**src/rtl/fft_ram_writer_pkg.sv**
```systemverilog
// FFT frame geometry and writer state encoding shared by fft_ram_writer and freqdetect.
package fft_ram_writer_pkg;

    localparam int FFT_N_POINTS = 1024;
    localparam int FFT_DW       = 14;
    localparam int FFT_ADDR_W   = $clog2(FFT_N_POINTS);

    typedef enum logic [1:0] {
        IDLE  = 2'd0,
        WRITE = 2'd1,
        DONE  = 2'd2
    } state_t;

endpackage

```
**src/rtl/fft_ram_writer.sv**
```systemverilog
// Writes one Avalon-ST FFT output frame into FFT_RAM in arrival order and holds
// fftdone until freqdetect reports the frame consumed.
module fft_ram_writer
    import fft_ram_writer_pkg::*;
#(
    parameter int N_POINTS = FFT_N_POINTS,
    parameter int DW       = FFT_DW
) (
    input  logic                        clk,
    input  logic                        reset,
    input  logic                        sink_valid,
    input  logic                        sink_sop,
    input  logic                        sink_eop,
    input  logic [DW-1:0]               sink_real,
    input  logic [DW-1:0]               sink_imag,
    output logic                        sink_ready,
    output logic                        wren,
    output logic [$clog2(N_POINTS)-1:0] wraddr,
    output logic [2*DW-1:0]             data,
    output logic                        fftdone,
    input  logic                        detectdone,
    output logic                        frame_err
);

    localparam int            AW   = $clog2(N_POINTS);
    localparam logic [AW-1:0] LAST = AW'(N_POINTS - 1);

    state_t        state;
    logic [AW-1:0] count;
    logic          accept;

    assign accept = sink_valid && sink_ready;

    always_ff @(posedge clk) begin
        if (reset) begin
            state      <= IDLE;
            count      <= '0;
            wren       <= 1'b0;
            wraddr     <= '0;
            data       <= '0;
            fftdone    <= 1'b0;
            frame_err  <= 1'b0;
            sink_ready <= 1'b0;
        end else begin
            wren       <= 1'b0;
            frame_err  <= 1'b0;
            sink_ready <= 1'b1;

            // Every accepted beat is written except stray non-SOP beats in IDLE.
            if (accept && (sink_sop || state == WRITE)) begin
                wren   <= 1'b1;
                wraddr <= sink_sop ? '0 : count;
                data   <= {sink_real, sink_imag};
            end

            case (state)
                IDLE: begin
                    fftdone <= 1'b0;
                    if (accept && sink_sop) begin
                        if (sink_eop) begin
                            frame_err <= 1'b1;
                            count     <= '0;
                        end else begin
                            state <= WRITE;
                            count <= AW'(1);
                        end
                    end
                end

                WRITE: begin
                    if (accept) begin
                        if (sink_sop) begin
                            frame_err <= 1'b1;
                            if (sink_eop) begin
                                state <= IDLE;
                                count <= '0;
                            end else begin
                                count <= AW'(1);
                            end
                        end else if (count == LAST) begin
                            if (sink_eop) begin
                                state      <= DONE;
                                sink_ready <= 1'b0;
                            end else begin
                                frame_err <= 1'b1;
                                state     <= IDLE;
                            end
                            count <= '0;
                        end else if (sink_eop) begin
                            frame_err <= 1'b1;
                            state     <= IDLE;
                            count     <= '0;
                        end else begin
                            count <= count + AW'(1);
                        end
                    end
                end

                DONE: begin
                    // fftdone trails DONE entry by a cycle so the last write lands first.
                    if (detectdone) begin
                        state   <= IDLE;
                        fftdone <= 1'b0;
                    end else begin
                        fftdone    <= 1'b1;
                        sink_ready <= 1'b0;
                    end
                end

                default: begin
                    state   <= IDLE;
                    count   <= '0;
                    fftdone <= 1'b0;
                end
            endcase
        end
    end

endmodule

```
**config.mk**
```make
export PLATFORM = sky130hd
export DESIGN_NAME = fft_ram_writer
export DESIGN_NICKNAME = d
export VERILOG_FILES = /design/src/rtl/fft_ram_writer_pkg.sv /design/src/rtl/fft_ram_writer.sv
export SDC_FILE = /design/constraint.sdc
export NUM_CORES = 1
export LEC_CHECK = 0
export BUFFER_PORTS_ARGS = -buffer_cell sky130_fd_sc_hd__buf_2
export CAP_MARGIN = 10
export CORE_UTILIZATION = 49
export DETAILED_ROUTE_END_ITERATION = 7
export PLACE_DENSITY = 0.81
export SYNTH_ARGS = -nofsm -noshare
export SYNTH_HDL_FRONTEND = slang
export SYNTH_SLANG_ARGS = --single-unit
```
**constraint.sdc**
```tcl
create_clock -name clk -period 2.4 [get_ports clk]
set_clock_uncertainty 0.15 [all_clocks]
set_input_delay 0.36 -clock clk [delete_from_list [all_inputs] [get_ports clk]]
set_output_delay 0.36 -clock clk [all_outputs]
set_load 0.01 [all_outputs]
```
==> impl_results.md, run 1 <==
* Run status: finished clean
* Max_slew headroom at 63.8%
* H-Tree Depth at 2
* Wire length of the first global-routing pass at 8.31 mm
* Met2 layer usage reported by global route at 35.6%
* Final setup violation count at 0
* I/O pin count at 76
* Total global routing overflow at 0
* Number of instances in the placed design at 381
* Power density over the cells at 589 nW/um^2
* RePlAce Congestion at 0.870
* P_int at 1.22 mW
* Worst min path class: input pin to flop
* Drt wl/cell at 13.0 um
* Part of the total power dissipated in the clock network at 32.4%
* Placement-stage worst setup slack at 313 ps
* Data required time at the worst endpoint at 2490 ps
* Clock edge transition at the registers on the reported setup and hold paths at 100 ps
* Starting density of the core at 51.3%
* Post-synth top flop: dfxtp_1
* Number of design rule violations left after detail routing at 0
* Largest net degree at the start of global routing at 40
* Average cell area after synthesis at 8.43 um^2
* Final count of hold timing violations at 0
* Slew @ Worst Pin at 541 ps
* # Max-Cap Violations at 0
* Fmax at 473 MHz
* Cell area after synthesis at 2230 um^2
* Critical Path AT at 2210 ps
* Horiz. Die Dim at 69.5 um
* Minimum clock period after layout at 2120 ps
* Portion of synthesized cell area occupied by the leading cell type at 48.4%
* Maximum VDD drop at 0.469 mV
* Met1 track demand over resource in global routing at 25.5%
* Relative contribution of combinational cells to total power at 10.0%
* Fillers at 375
* CTS max path bufs at 2
* Syn Nets at 304
* Post-synth top cells: nand2_1, dfxtp_1, a21oi_1
* Post-synthesis to final-layout area growth at 22.7%
* Setup repair after global routing missed its margin: no
* Post-CTS setup buffer count at 0
* Number of sinks handled by clock tree synthesis at 54
* Library cell with the highest instance count after synthesis: nand2_1
* Final net count at 375
* EDFF count, synth at 0
* Proportion of layout cells with a drive suffix above 1 at 28.8%
* Non-filler instance count after layout at 389
* Clock latency of the later-clocked register in the worst-skew pair at 300 ps
* Number of library cell types mapped by synthesis at 45
* Leakage power total at 1.17 nW
* Number of antenna violations at the first check in global routing at 0
* Die Ht at 69.5 um
* Cell accounting for the most synthesized area: dfxtp_1
* Seq cells post-synth at 54
* Synth Instances at 265
* Die Footprint at 4830 um^2
* Total count of max-transition violations in the final report at 0
* Switch share at 24.7%
* Area fraction in compound gates after synthesis at 20.2%
* CP Max Fanout at 18
* Sequential cell area fraction in the yosys report at 48.4%
* Detailed Routing Iterations Pass 1 at 5
* Total negative slack at 0 ps
* Total global-route track usage at 21.1%
* Type of destination of the critical path: flop
* CTS tree: yes
* Most area-consuming cells after synthesis: dfxtp_1, nand2_1, a21oi_1
* Post-synthesis adder-cell area fraction at 2.80%
* Count of yosys warnings during synthesis at 0
* Final WS setup at 284 ps
* Root buf cell: clkbuf_8
* Antenna viol nets, final at 0
* Simple-gate share of the synthesized area at 24.2%
* Sequential share of power at 57.5%
* Antenna Cells at 0
* Setup crit start kind: flop
* Met3 GRT Util at 4.94%
* Final wirelength at 5.05 mm
* GRT busiest layer: met2
* Standard-cell row count at 24
* Via count of the routed design at 2095
* Core Box Area at 4350 um^2
* Total CTS buffers at 5
* Post-CTS Resized at 0
* Vias in the first global route at 1890
* DR iter-0 viols at 99
* Count of input and output buffers at 75
* Share of flip-flops with an asynchronous set or reset at 0%
* Xor/xnor share of the synthesized area at 0%
* Multiplexer share of the synthesized area at 0.448%
* Hold buffers post-CTS at 0
* Sw Pwr at 0.399 mW
* Mean number of vias per cell at 5.39
* Dominant combinational cell family by area after synthesis: simple AND/OR/NAND/NOR gates
* Critical path start-end classification: flop to flop
* Portion of the clock cycle consumed by the worst path in the final layout at 88.2%
* Detail Placement HPWL at 3.51 mm
[kinds of logic after synthesis]
| kind of cell | Yosys count |
|---|---|
| AND/OR/NAND/NOR | 114 |
| buffers and inverters | 20 |
| flip-flops | 54 |
| adder cells (fa/ha/maj) | 5 |
| AO/OA/AOI/OAI | 71 |
| multiplexers | 1 |
[registers in the layout (all words and copies together), names as in the netlist]
signal / cells
count: 10
data: 28
fftdone: 1
frame_err: 1
sink_ready: 1
state: 2
wraddr: 10
wren: 1
[path summary, 6_finish.rpt]
check | cells past startpoint | to | slack, ps | from
setup / recovery | 6 | count[9] | 280 | state[1]
hold / removal | 3 | data[22] | 130 | sink_real[8]
setup reg to reg | 6 | count[9] | 280 | state[1]
hold reg to reg | 2 | data[14] | 300 | data[14]
[power by group through the flow]
stage                     sequential, mW  combinational [mW]  clock, mW
after floorplan                    0.959              0.0847          0
final                              0.929               0.162      0.524
after global placement             0.949               0.160          0
after CTS                          0.929               0.163      0.534
after global routing               0.932               0.181      0.563
after detailed placement           0.950               0.163          0
[area by class of cell]
cell class / instances / area (um^2) / share of cell area [%]
clock buffer: 6 / 82.6 / 3.01
clock inverter: 2 / 12.5 / 0.456
inverter: 5 / 18.8 / 0.685
multi-input combinational: 191 / 1060 / 38.8
sequential: 54 / 1080 / 39.4
tap: 52 / 65.1 / 2.37
timing repair buffer: 79 / 418 / 15.2
[layer usage]
layer  vias up  routed length, um
met5         -                  0
met4         0                 66
li1       1058                  -
met3         6                284
met2        71               2380
met1       960               2320
[stage by stage]
stage                     hold slack, ps  util, %  area, um^2  total power, mW
after CTS                            126     63.0        2740             1.63
final                                131     63.0        2740             1.62
after detailed placement             294     60.8        2650             1.11
after global placement               289     60.8        2650             1.11
after global routing                 126     63.0        2740             1.68
after floorplan                      307        -        2230             1.04
[critical path, stage by stage (launching register included)]
cell      delay [ps]
dfxtp_1          340
inv_1             70
ha_1             270
a21boi_4         170
o32a_4           400
or4_4            500
a21oi_2          130
[placed cells by master, fill, tap and decap left out, types with 2 or more instances in the layout]
master and count:
dfxtp_1 54, and2_1 2, ha_1 5, a31oi_1 4, clkbuf_8 6, nand2b_1 3
nand3_1 6, buf_2 75, a21oi_1 37, nor2_1 17, or3_1 6, nand4_1 2
o31ai_1 2, buf_4 3, nand2_1 63, a22oi_1 10, o21ai_0 8, inv_1 5
Power figures use the tool's default switching activity.
==> run 2, diff against run 1 <==
Settings changed: RECOVER_POWER from default to 100.
==> run 2 against run 1 <==
  * Via count fell by 1.1%
  * Final area fell by 2.6%
  * Clock power barely moved
  * Sequential cell count did not move
  * Non-clock buffer count did not move
  * Routed wire length barely moved
  * Hold slack got worse by 1.8 ps
  * Fmax fell by 1.6%
==> impl_results.md, run 2 (synthesized netlist as in run 1, its figures left out) <==
* Post-CTS Resized at 0 (unchanged)
* Max_slew headroom at 61.1% (was 63.8%)
* H-Tree Depth at 2 (unchanged)
* Fmax at 465 MHz (was 473 MHz)
* Wire length of the first global-routing pass at 8.31 mm (unchanged)
* Type of destination of the critical path: flop (unchanged)
* Setup crit start kind: flop (unchanged)
* Via count of the routed design at 2071 (was 2095)
* Antenna viol nets, final at 0 (unchanged)
* Critical Path AT at 2240 ps (was 2210 ps)
* Leakage power total at 0.980 nW (was 1.17 nW)
* Final wirelength at 5.05 mm (about the same)
* Number of sinks handled by clock tree synthesis at 54 (unchanged)
* Data required time at the worst endpoint at 2490 ps (about the same)
* Commonest non-fill, non-tap cell in the layout: nand2_1 (was buf_2)
* Horiz. Die Dim at 69.5 um (unchanged)
* Die Footprint at 4830 um^2 (unchanged)
* Total global routing overflow at 0 (unchanged)
* CTS max path bufs at 2 (unchanged)
* Overall power consumption at 1.61 mW (was 1.62 mW)
* Antenna Cells at 0 (unchanged)
* Commonest cells after routing, fill and taps aside: nand2_1, dfxtp_1, clkbuf_1 (was buf_2, nand2_1, dfxtp_1)
* CTS tree: yes (unchanged)
* Slew @ Worst Pin at 584 ps (was 541 ps)
* Reg-to-Reg End: count[9] (unchanged)
* Minimum clock period after layout at 2150 ps (was 2120 ps)
* Starting density of the core at 51.3% (unchanged)
* I/O pin count at 76 (unchanged)
* Root buf cell: clkbuf_8 (unchanged)
* Total negative slack at 0 ps (unchanged)
* Final core utilization at 61.4% (was 63.0%)
* Critical Path Source: state[1] (unchanged)
* Setup repair after global routing missed its margin: no (unchanged)
* Clock edge transition at the registers on the reported setup and hold paths at 100 ps (about the same)
* End point of the critical path: count[9] (unchanged)
* Post-CTS setup buffer count at 0 (unchanged)
* Final setup violation count at 0 (unchanged)
* Clock latency of the later-clocked register in the worst-skew pair at 300 ps (about the same)
* Critical path start-end classification: flop to flop (unchanged)
* Vias in the first global route at 1890 (unchanged)
* Flop-to-flop setup slack at 250 ps (was 280 ps)
* Max FFs per register at 28 (unchanged)
* Detail Placement HPWL at 3.51 mm (unchanged)
* Run status: finished clean (unchanged)
* Post-synthesis to final-layout area growth at 19.6% (was 22.7%)
* Core Box Area at 4350 um^2 (unchanged)
* Portion of the clock cycle consumed by the worst path in the final layout at 89.6% (was 88.2%)
* CP Max Fanout at 18 (unchanged)
* Count of input and output buffers at 75 (unchanged)
* Drt wl/cell at 13.0 um (about the same)
* Total global-route track usage at 21.1% (unchanged)
* Mean number of vias per cell at 5.32 (was 5.39)
* Number of design rule violations left after detail routing at 0 (unchanged)
* Final net count at 375 (unchanged)
* Detailed Routing Iterations Pass 1 at 4 (was 5)
* Fillers at 404 (was 375)
* Final count of hold timing violations at 0 (unchanged)
* Worst reg2reg startpoint: state[1] (unchanged)
* Die Ht at 69.5 um (unchanged)
* RePlAce Congestion at 0.870 (unchanged)
* DR iter-0 viols at 79 (was 99)
* Power density over the cells at 602 nW/um^2 (was 589 nW/um^2)
* Top register by number of flip-flops: data (unchanged)
* Largest net degree at the start of global routing at 40 (unchanged)
* Hold buffers post-CTS at 0 (unchanged)
* Standard-cell row count at 24 (unchanged)
* Maximum VDD drop at 0.472 mV (was 0.469 mV)
* Proportion of layout cells with a drive suffix above 1 at 15.1% (was 28.8%)
* Total count of max-transition violations in the final report at 0 (unchanged)
* Cell count of the worst reg-to-reg path at 6 (unchanged)
* Number of antenna violations at the first check in global routing at 0 (unchanged)
* Total CTS buffers at 5 (unchanged)
* Biggest regs: data x28, count x10, wraddr x10 (unchanged)
* # Max-Cap Violations at 0 (unchanged)
* Worst min path class: input pin to flop (unchanged)
==> run 2: cell count changes in the layout (fill, tap and decap cells not counted), sizes merged <==
cell    previous run  this run
buf               79        37
clkbuf             6        48
==> run 2: worst min path at each step <==
stage | from | to | cells after the start
after CTS | sink_real[8] | data[22] | 3
after global placement | data[15] | data[15] | 2
after global routing | sink_real[8] | data[22] | 3
final | sink_real[8] | data[22] | 3
after floorplan | count[1] | count[1] | 2
after detailed placement | data[25] | data[25] | 2
==> run 2: layout make-up <==
cell class | count | area, um^2 | area share (%)
clock buffer | 6 | 82.6 | 3.09
inverter | 5 | 18.8 | 0.703
timing repair buffer | 79 | 365 | 13.7
tap | 52 | 65.1 | 2.44
multi-input combinational | 191 | 1050 | 39.2
sequential | 54 | 1080 | 40.5
clock inverter | 2 | 12.5 | 0.468
==> run 2: power breakdown <==
part | total, mW | internal [mW] | switching (mW)
logic | 0.154 | 0.0600 | 0.0944
registers | 0.929 | 0.917 | 0.0119
clock network | 0.526 | 0.233 | 0.293
==> run 2: critical path: stages, from the launching register on <==
cell and delay, ps:
dfxtp_1 340, inv_1 70, ha_1 270, a21boi_0 180, o32a_4 420, or4_1 510
a21oi_2 140
==> run 2: metrics by stage <==
step / cell area, um^2 / setup slack, ps / instances / hold slack [ps]
3_5_place_dp: 2650 / 313 / 381 / 294
6_report: 2670 / 250 / 389 / 129
3_3_place_gp: 2650 / 356 / 381 / 289
4_1_cts: 2740 / 285 / 389 / 126
2_1_floorplan: 2230 / 476 / 265 / 307
5_1_grt: 2670 / 173 / 389 / 126
==> run 2: routing by layer <==
layer	up-vias	GRT usage, %	routed length [um]
met1	937	25.5	2310
met3	4	4.94	336
li1	1057	-	-
met4	0	9.07	53
met5	-	0	0
met2	73	35.6	2360
